### config.mk
export PLATFORM = sky130hd
export DESIGN_NAME = ram_burst_master
export DESIGN_NICKNAME = d
export VERILOG_FILES = /design/src/rtl/ram_burst_master.sv
export SDC_FILE = /design/constraint.sdc
export NUM_CORES = 1
export LEC_CHECK = 0
export ABC_CLOCK_PERIOD_IN_PS = 2700
export BUFFER_PORTS_ARGS = -buffer_cell sky130_fd_sc_hd__clkbuf_2
export CAP_MARGIN = 15
export CORE_UTILIZATION = 40
export CTS_BUF_LIST = sky130_fd_sc_hd__clkbuf_8
export DETAILED_ROUTE_END_ITERATION = 12
export GPL_TIMING_DRIVEN = 0
export PLACE_DENSITY = 0.79
export RECOVER_POWER = 50
export SKIP_LAST_GASP = 1
export SLEW_MARGIN = 20
export SYNTH_ARGS = -nofsm -noshare
export SYNTH_HDL_FRONTEND = slang
export SYNTH_SLANG_ARGS = --single-unit
export TNS_END_PERCENT = 10
### constraint.sdc
create_clock -name clk -period 2.7 [get_ports clk]
set_clock_uncertainty 0.05 [all_clocks]
set_input_delay 0.135 -clock clk [delete_from_list [all_inputs] [get_ports clk]]
set_output_delay 0.135 -clock clk [all_outputs]
set_load 0.05 [all_outputs]
### src/rtl/ram_burst_master.sv
// ---------------------------------------------------------------------------
// ram_burst_master
//
// Burst initiator for a single-port synchronous RAM. A host request (start
// address, beat count minus one, direction) is turned into a sequence of RAM
// chip-select / write / output-enable cycles with an auto-incrementing
// address. Write beats are taken from a valid/ready stream; read beats are
// returned on a valid-only stream with a last-beat marker.
//
// Configuration macro:
//   RAM_BURST_WRAP_EN  defined   : bursts wrap from mem_depth-1 to 0; only
//                                  the start address is bounds checked.
//                      undefined : a burst whose last address would reach
//                                  mem_depth or beyond is rejected, and the
//                                  address never wraps.
//
// Ports:
//   clk, rst_n         clock (rising edge) and asynchronous active-low reset
//   req_valid/ready    host request handshake (ready only while idle)
//   req_wr             1 = write burst, 0 = read burst
//   req_addr, req_len  burst start address and beat count minus one
//   wr_data/valid/ready write beat stream (ready only while writing)
//   rd_data/valid/last  read beat stream, registered, no backpressure
//   done, err          one-cycle completion pulse; err marks a rejected burst
//   ram_*              RAM control, address and data buses
// ---------------------------------------------------------------------------
module ram_burst_master #(
  parameter int data_width = 8,
  parameter int addr_size  = 4,
  parameter int mem_depth  = 16
) (
  input  logic                  clk,
  input  logic                  rst_n,
  input  logic                  req_valid,
  output logic                  req_ready,
  input  logic                  req_wr,
  input  logic [addr_size-1:0]  req_addr,
  input  logic [addr_size-1:0]  req_len,
  input  logic [data_width-1:0] wr_data,
  input  logic                  wr_valid,
  output logic                  wr_ready,
  output logic [data_width-1:0] rd_data,
  output logic                  rd_valid,
  output logic                  rd_last,
  output logic                  done,
  output logic                  err,
  output logic                  ram_cs,
  output logic                  ram_wr_rd,
  output logic                  ram_out_en,
  output logic [addr_size-1:0]  ram_address,
  output logic [data_width-1:0] ram_data_in,
  input  logic [data_width-1:0] ram_data_out
);

  typedef enum logic [2:0] {
    ST_IDLE,
    ST_WRITE,
    ST_READ,
    ST_DRAIN,
    ST_DONE
  } state_t;

  // Depth expressed one bit wider than the address so that the comparison
  // against mem_depth == 2**addr_size is still meaningful.
  localparam logic [addr_size:0] DEPTH = (addr_size+1)'(mem_depth);

  state_t                  state_q, state_d;
  logic [addr_size-1:0]    addr_q, addr_d;
  logic [addr_size-1:0]    count_q, count_d;
  logic                    err_q, err_d;
  logic                    first_q, first_d;
  logic [data_width-1:0]   rd_data_q, rd_data_d;
  logic                    rd_valid_q, rd_valid_d;
  logic                    rd_last_q, rd_last_d;

  logic                    req_bad;
  logic [addr_size-1:0]    addr_inc;

  // -------------------------------------------------------------------------
  // Bounds check and address increment
  // -------------------------------------------------------------------------
`ifdef RAM_BURST_WRAP_EN
  localparam logic [addr_size-1:0] LAST_ADDR = addr_size'(mem_depth - 1);

  always_comb begin
    req_bad = ({1'b0, req_addr} >= DEPTH);
  end

  always_comb begin
    addr_inc = (addr_q == LAST_ADDR) ? '0 : addr_q + 1'b1;
  end
`else
  logic [addr_size:0] end_addr;

  // Last address touched by the burst, computed without truncation.
  always_comb begin
    end_addr = {1'b0, req_addr} + {1'b0, req_len};
    req_bad  = (end_addr >= DEPTH);
  end

  // Accepted bursts never run past mem_depth-1, so a plain increment is safe.
  always_comb begin
    addr_inc = addr_q + 1'b1;
  end
`endif

  // -------------------------------------------------------------------------
  // State register
  // -------------------------------------------------------------------------
  always_ff @(posedge clk or negedge rst_n) begin
    if (!rst_n) begin
      state_q    <= ST_IDLE;
      addr_q     <= '0;
      count_q    <= '0;
      err_q      <= 1'b0;
      first_q    <= 1'b0;
      rd_data_q  <= '0;
      rd_valid_q <= 1'b0;
      rd_last_q  <= 1'b0;
    end else begin
      state_q    <= state_d;
      addr_q     <= addr_d;
      count_q    <= count_d;
      err_q      <= err_d;
      first_q    <= first_d;
      rd_data_q  <= rd_data_d;
      rd_valid_q <= rd_valid_d;
      rd_last_q  <= rd_last_d;
    end
  end

  // -------------------------------------------------------------------------
  // Next-state and output decode
  // -------------------------------------------------------------------------
  always_comb begin
    state_d     = state_q;
    addr_d      = addr_q;
    count_d     = count_q;
    err_d       = err_q;
    first_d     = first_q;
    req_ready   = 1'b0;
    wr_ready    = 1'b0;
    done        = 1'b0;
    err         = 1'b0;
    ram_cs      = 1'b0;
    ram_wr_rd   = 1'b0;
    ram_out_en  = 1'b0;
    ram_address = '0;
    ram_data_in = '0;

    case (state_q)
      ST_IDLE: begin
        req_ready = 1'b1;
        if (req_valid) begin
          addr_d  = req_addr;
          count_d = req_len;
          first_d = 1'b1;
          err_d   = req_bad;
          if (req_bad) begin
            state_d = ST_DONE;
          end else if (req_wr) begin
            state_d = ST_WRITE;
          end else begin
            state_d = ST_READ;
          end
        end
      end

      ST_WRITE: begin
        wr_ready    = 1'b1;
        ram_cs      = wr_valid;
        ram_wr_rd   = 1'b1;
        ram_data_in = wr_data;
        ram_address = addr_q;
        if (wr_valid) begin
          addr_d  = addr_inc;
          count_d = count_q - 1'b1;
          if (count_q == '0) begin
            state_d = ST_DONE;
          end
        end
      end

      ST_READ: begin
        ram_cs      = 1'b1;
        ram_address = addr_q;
        // The RAM has not produced data yet for the very first address.
        ram_out_en  = ~first_q;
        first_d     = 1'b0;
        if (count_q == '0) begin
          // Keep the last address on the bus so DRAIN re-reads it.
          state_d = ST_DRAIN;
        end else begin
          addr_d  = addr_inc;
          count_d = count_q - 1'b1;
        end
      end

      ST_DRAIN: begin
        // Enables the output for the final beat; the extra read is harmless.
        ram_cs      = 1'b1;
        ram_out_en  = 1'b1;
        ram_address = addr_q;
        state_d     = ST_DONE;
      end

      ST_DONE: begin
        done    = 1'b1;
        err     = err_q;
        state_d = ST_IDLE;
      end

      default: begin
        state_d = ST_IDLE;
      end
    endcase
  end

  // -------------------------------------------------------------------------
  // Read capture: data presented while the output is enabled is registered
  // and reported on the following cycle. The DRAIN cycle always carries the
  // final beat of a read burst.
  // -------------------------------------------------------------------------
  always_comb begin
    rd_valid_d = ram_out_en;
    rd_last_d  = (state_q == ST_DRAIN);
    rd_data_d  = ram_out_en ? ram_data_out : rd_data_q;
  end

  assign rd_data  = rd_data_q;
  assign rd_valid = rd_valid_q;
  assign rd_last  = rd_last_q;

endmodule
==> results.sh <==
export IMPL_hold_slack_ns=0.0467
export IMPL_powerDensity_mw_per_mm2=1440
export IMPL_dr_first_iter_drc_count=55
export IMPL_clock_sinks=23
export IMPL_diodes=0
export IMPL_synth_area_mm2=0.00138
export IMPL_min_path_type="in2reg"
export IMPL_fin_util_pct=55.2
export IMPL_r2r_cells=6
export IMPL_postCtsSetupBuffers=0
export IMPL_met3WireLength_um=145
export IMPL_syn_to_final_growth_pct=26.9
export IMPL_rr_endpoint="count_q[0]"
export IMPL_drive_gt1_share_pct=33.3
export IMPL_start_util_pct=43.5
export IMPL_startpoint_type="register"
export IMPL_final_nets=236
export IMPL_layout_common_cells="clkbuf_2 (47), dfrtp_1 (23), clkbuf_1 (14)"
export IMPL_synth_compound_area_share_pct=17.5
export IMPL_final_common_cell="clkbuf_2"
export IMPL_die_h_um=60.8
export IMPL_synth_top_family_by_area="simple AND/OR/NAND/NOR gates"
export IMPL_numCtsBuffers=3
export IMPL_wl_met1_mm=1.45
export IMPL_timing_fmax_mhz=432
export IMPL_ir_worst_vdd_mv=0.732
export IMPL_io_buffer_count=57
export IMPL_grt_first_pass_wirelength_mm=5.09
export IMPL_final_setup_viol_count=0
export IMPL_grt_usage_pct=18.1
export IMPL_fp_coreArea_mm2=0.00318
export IMPL_post_route_min_period_ns=2.31
export IMPL_yosysSeqAreaShare_pct=41.6
export IMPL_final_area_mm2=0.00176
export IMPL_yosysWarnings=0
export IMPL_synthAdderAreaFrac_pct=4.52
export IMPL_routed_wl_mm=3.11
export IMPL_path_max_fanout=10
export IMPL_rsz0062_at_grt="false"
export IMPL_r2r_setup_slack_ns=0.60
export IMPL_cts_resized=0
export IMPL_synth_simple_area_share_pct=21.2
export IMPL_firstDrtPassIters=4
export IMPL_routed_wl_met2_mm=1.51
export IMPL_slew_viol_final=0
export IMPL_place_ws_ns=0.609
export IMPL_fin_tns_setup_ns=0
export IMPL_top_layer_used="met3"
export IMPL_min_from="ram_data_out[2]"
export IMPL_hold_path_end="rd_data[2]"
export IMPL_h_tree_depth=1
export IMPL_synthMuxAreaShare_pct=9.49
export IMPL_clock_latency_ns=0.26
export IMPL_synth_distinct_cells=43
export IMPL_whs_path_depth=2
export IMPL_final_cells=245
export IMPL_place_detailed_hpwl_mm=2.38
export IMPL_grt_pass1_vias=1166
export IMPL_tightest_slew_ns=1.24
export IMPL_cts_clk_slew_worst_paths_ns=0.09
export IMPL_core_rowCount=20
export IMPL_globalRouteOverflowTotal=0
export IMPL_slew_headroom_pct=17.3
export IMPL_crit_path_end_kind="output port"
export IMPL_placement_cell_area_mm2=0.00172
export IMPL_status="complete, no violations"
export IMPL_die_w_um=60.8
export IMPL_dieArea_mm2=0.00370
export IMPL_leakagePower_nw=0.831
export IMPL_path_class="reg2out"
export IMPL_cts_tree="built"
export IMPL_cts_hold_buffers=1
export IMPL_yosys_area_share_xor_xnor_pct=0.633
export IMPL_avgSynthCellArea_um2=9.96
export IMPL_wl_per_cell_um=12.7
export IMPL_root_buffer="clkbuf_8"
export IMPL_placed_cells=240
export IMPL_synth_nets=173
export IMPL_via_count=1260
export IMPL_r2r_start="count_q[0]"
export IMPL_ant_nets=0
export IMPL_fin_ws_ns=0.387
export IMPL_maxCapViolCount=0
export IMPL_critPathArrivalTime_ns=2.13
export IMPL_clockBufferDepth=2
export IMPL_grt_max_degree=24
export IMPL_pin_count=58
export IMPL_place_congestion=0.888
export IMPL_cp_required_ns=2.52
export IMPL_netlist_instances=139
export IMPL_drc=0
export IMPL_total_power_mw=2.52
export IMPL_fin_crit_sh_pct=85.7
export IMPL_hold_viol_final=0
export IMPL_viasPerCell=5.14
export IMPL_ys_ff_latch=23
export IMPL_antenna_found_initial=0
[how the worst max path moves through the flow]
| stage | endpoint | cells past startpoint | from |
|---|---|---|---|
| 2_1_floorplan | state_q[0] | 4 | state_q[1] |
| 3_3_place_gp | count_q[0] | 6 | count_q[0] |
| 3_5_place_dp | count_q[0] | 6 | count_q[0] |
| 4_1_cts | ram_data_in[4] | 5 | state_q[2] |
| 5_1_grt | ram_out_en | 4 | state_q[1] |
| 6_report | ram_out_en | 4 | state_q[1] |
[kinds of logic (layout without fill, tap and decap cells)]
group                      count (synthesis)  in the layout
and+or+nand+nor                           51             51
AOI/OAI and AO/OA                         33             33
DFF                                       23             23
buffers and inverters                     14             76
muxes                                     12             12
adders and majority gates                  5              5
xor gates and xnor gates                   1              1
[synthesized netlist by cell type, drive strengths merged]
cell type / instances / area share [%]
or2: 1 / 0.45
inv: 7 / 1.9
a211o: 1 / 0.63
nor3b: 3 / 1.6
o31a: 1 / 0.63
nand2: 5 / 1.4
nor4bb: 1 / 0.72
a311oi: 1 / 1.9
a41oi: 1 / 0.63
mux2i: 3 / 2.2
ha: 5 / 4.5
xnor2: 1 / 0.63
nand2b: 1 / 0.45
nor4b: 3 / 2.4
or4: 1 / 0.54
and2: 13 / 5.9
or3b: 1 / 0.63
a211oi: 2 / 2.0
or3: 1 / 0.45
dfrtp: 23 / 42
o22a: 1 / 0.63
clkbuf: 2 / 0.63
a31o: 1 / 0.63
and3: 1 / 0.45
o22ai: 2 / 1.4
o21bai: 1 / 0.54
a22oi: 1 / 0.54
nor3: 7 / 2.5
o31ai: 1 / 0.54
buf: 5 / 2.6
nor2: 11 / 3.0
mux2: 9 / 7.3
o21a: 1 / 0.54
a21oi: 11 / 4.0
o21ai: 8 / 2.9
nand3: 2 / 0.72
[state kept, by name, summed over array words and instances (netlist names)]
name,cells
rd_data,8
addr_q,4
count_q,4
state_q,3
err_q,1
first_q,1
rd_last,1
rd_valid,1
[power breakdown]
group / total (mW) / internal (mW) / switching, mW
registers: 0.623 / 0.511 / 0.112
clock network: 0.217 / 0.103 / 0.114
logic: 1.68 / 0.516 / 1.17
total: 2.52 / 1.13 / 1.39
[cell type report]
| cell class | instances | area (µm²) |
|---|---|---|
| fillers | 317 | 1420 |
| multi-input cells | 102 | 731 |
| flip-flops and latches | 23 | 576 |
| repair buffers | 58 | 282 |
| well taps | 44 | 55.1 |
| clock buffers | 3 | 41.3 |
| plain buffers | 7 | 40.0 |
| inverters | 7 | 26.3 |
| clock inverters | 1 | 5.00 |
[metal layers]
layer	GRT usage (%)	vias to the layer above
met5	0	-
li1	-	619
met3	2.56	0
met4	3.25	0
met2	32.7	44
met1	23.4	597
[worst max-delay path, stage by stage (launching register included)]
cell and delay [ns]:
dfrtp_1 0.49, clkbuf_1 0.40, inv_1 0.16, a211oi_4 0.45, clkbuf_2 0.37
Note: power is estimated with default switching activity, not from simulation.
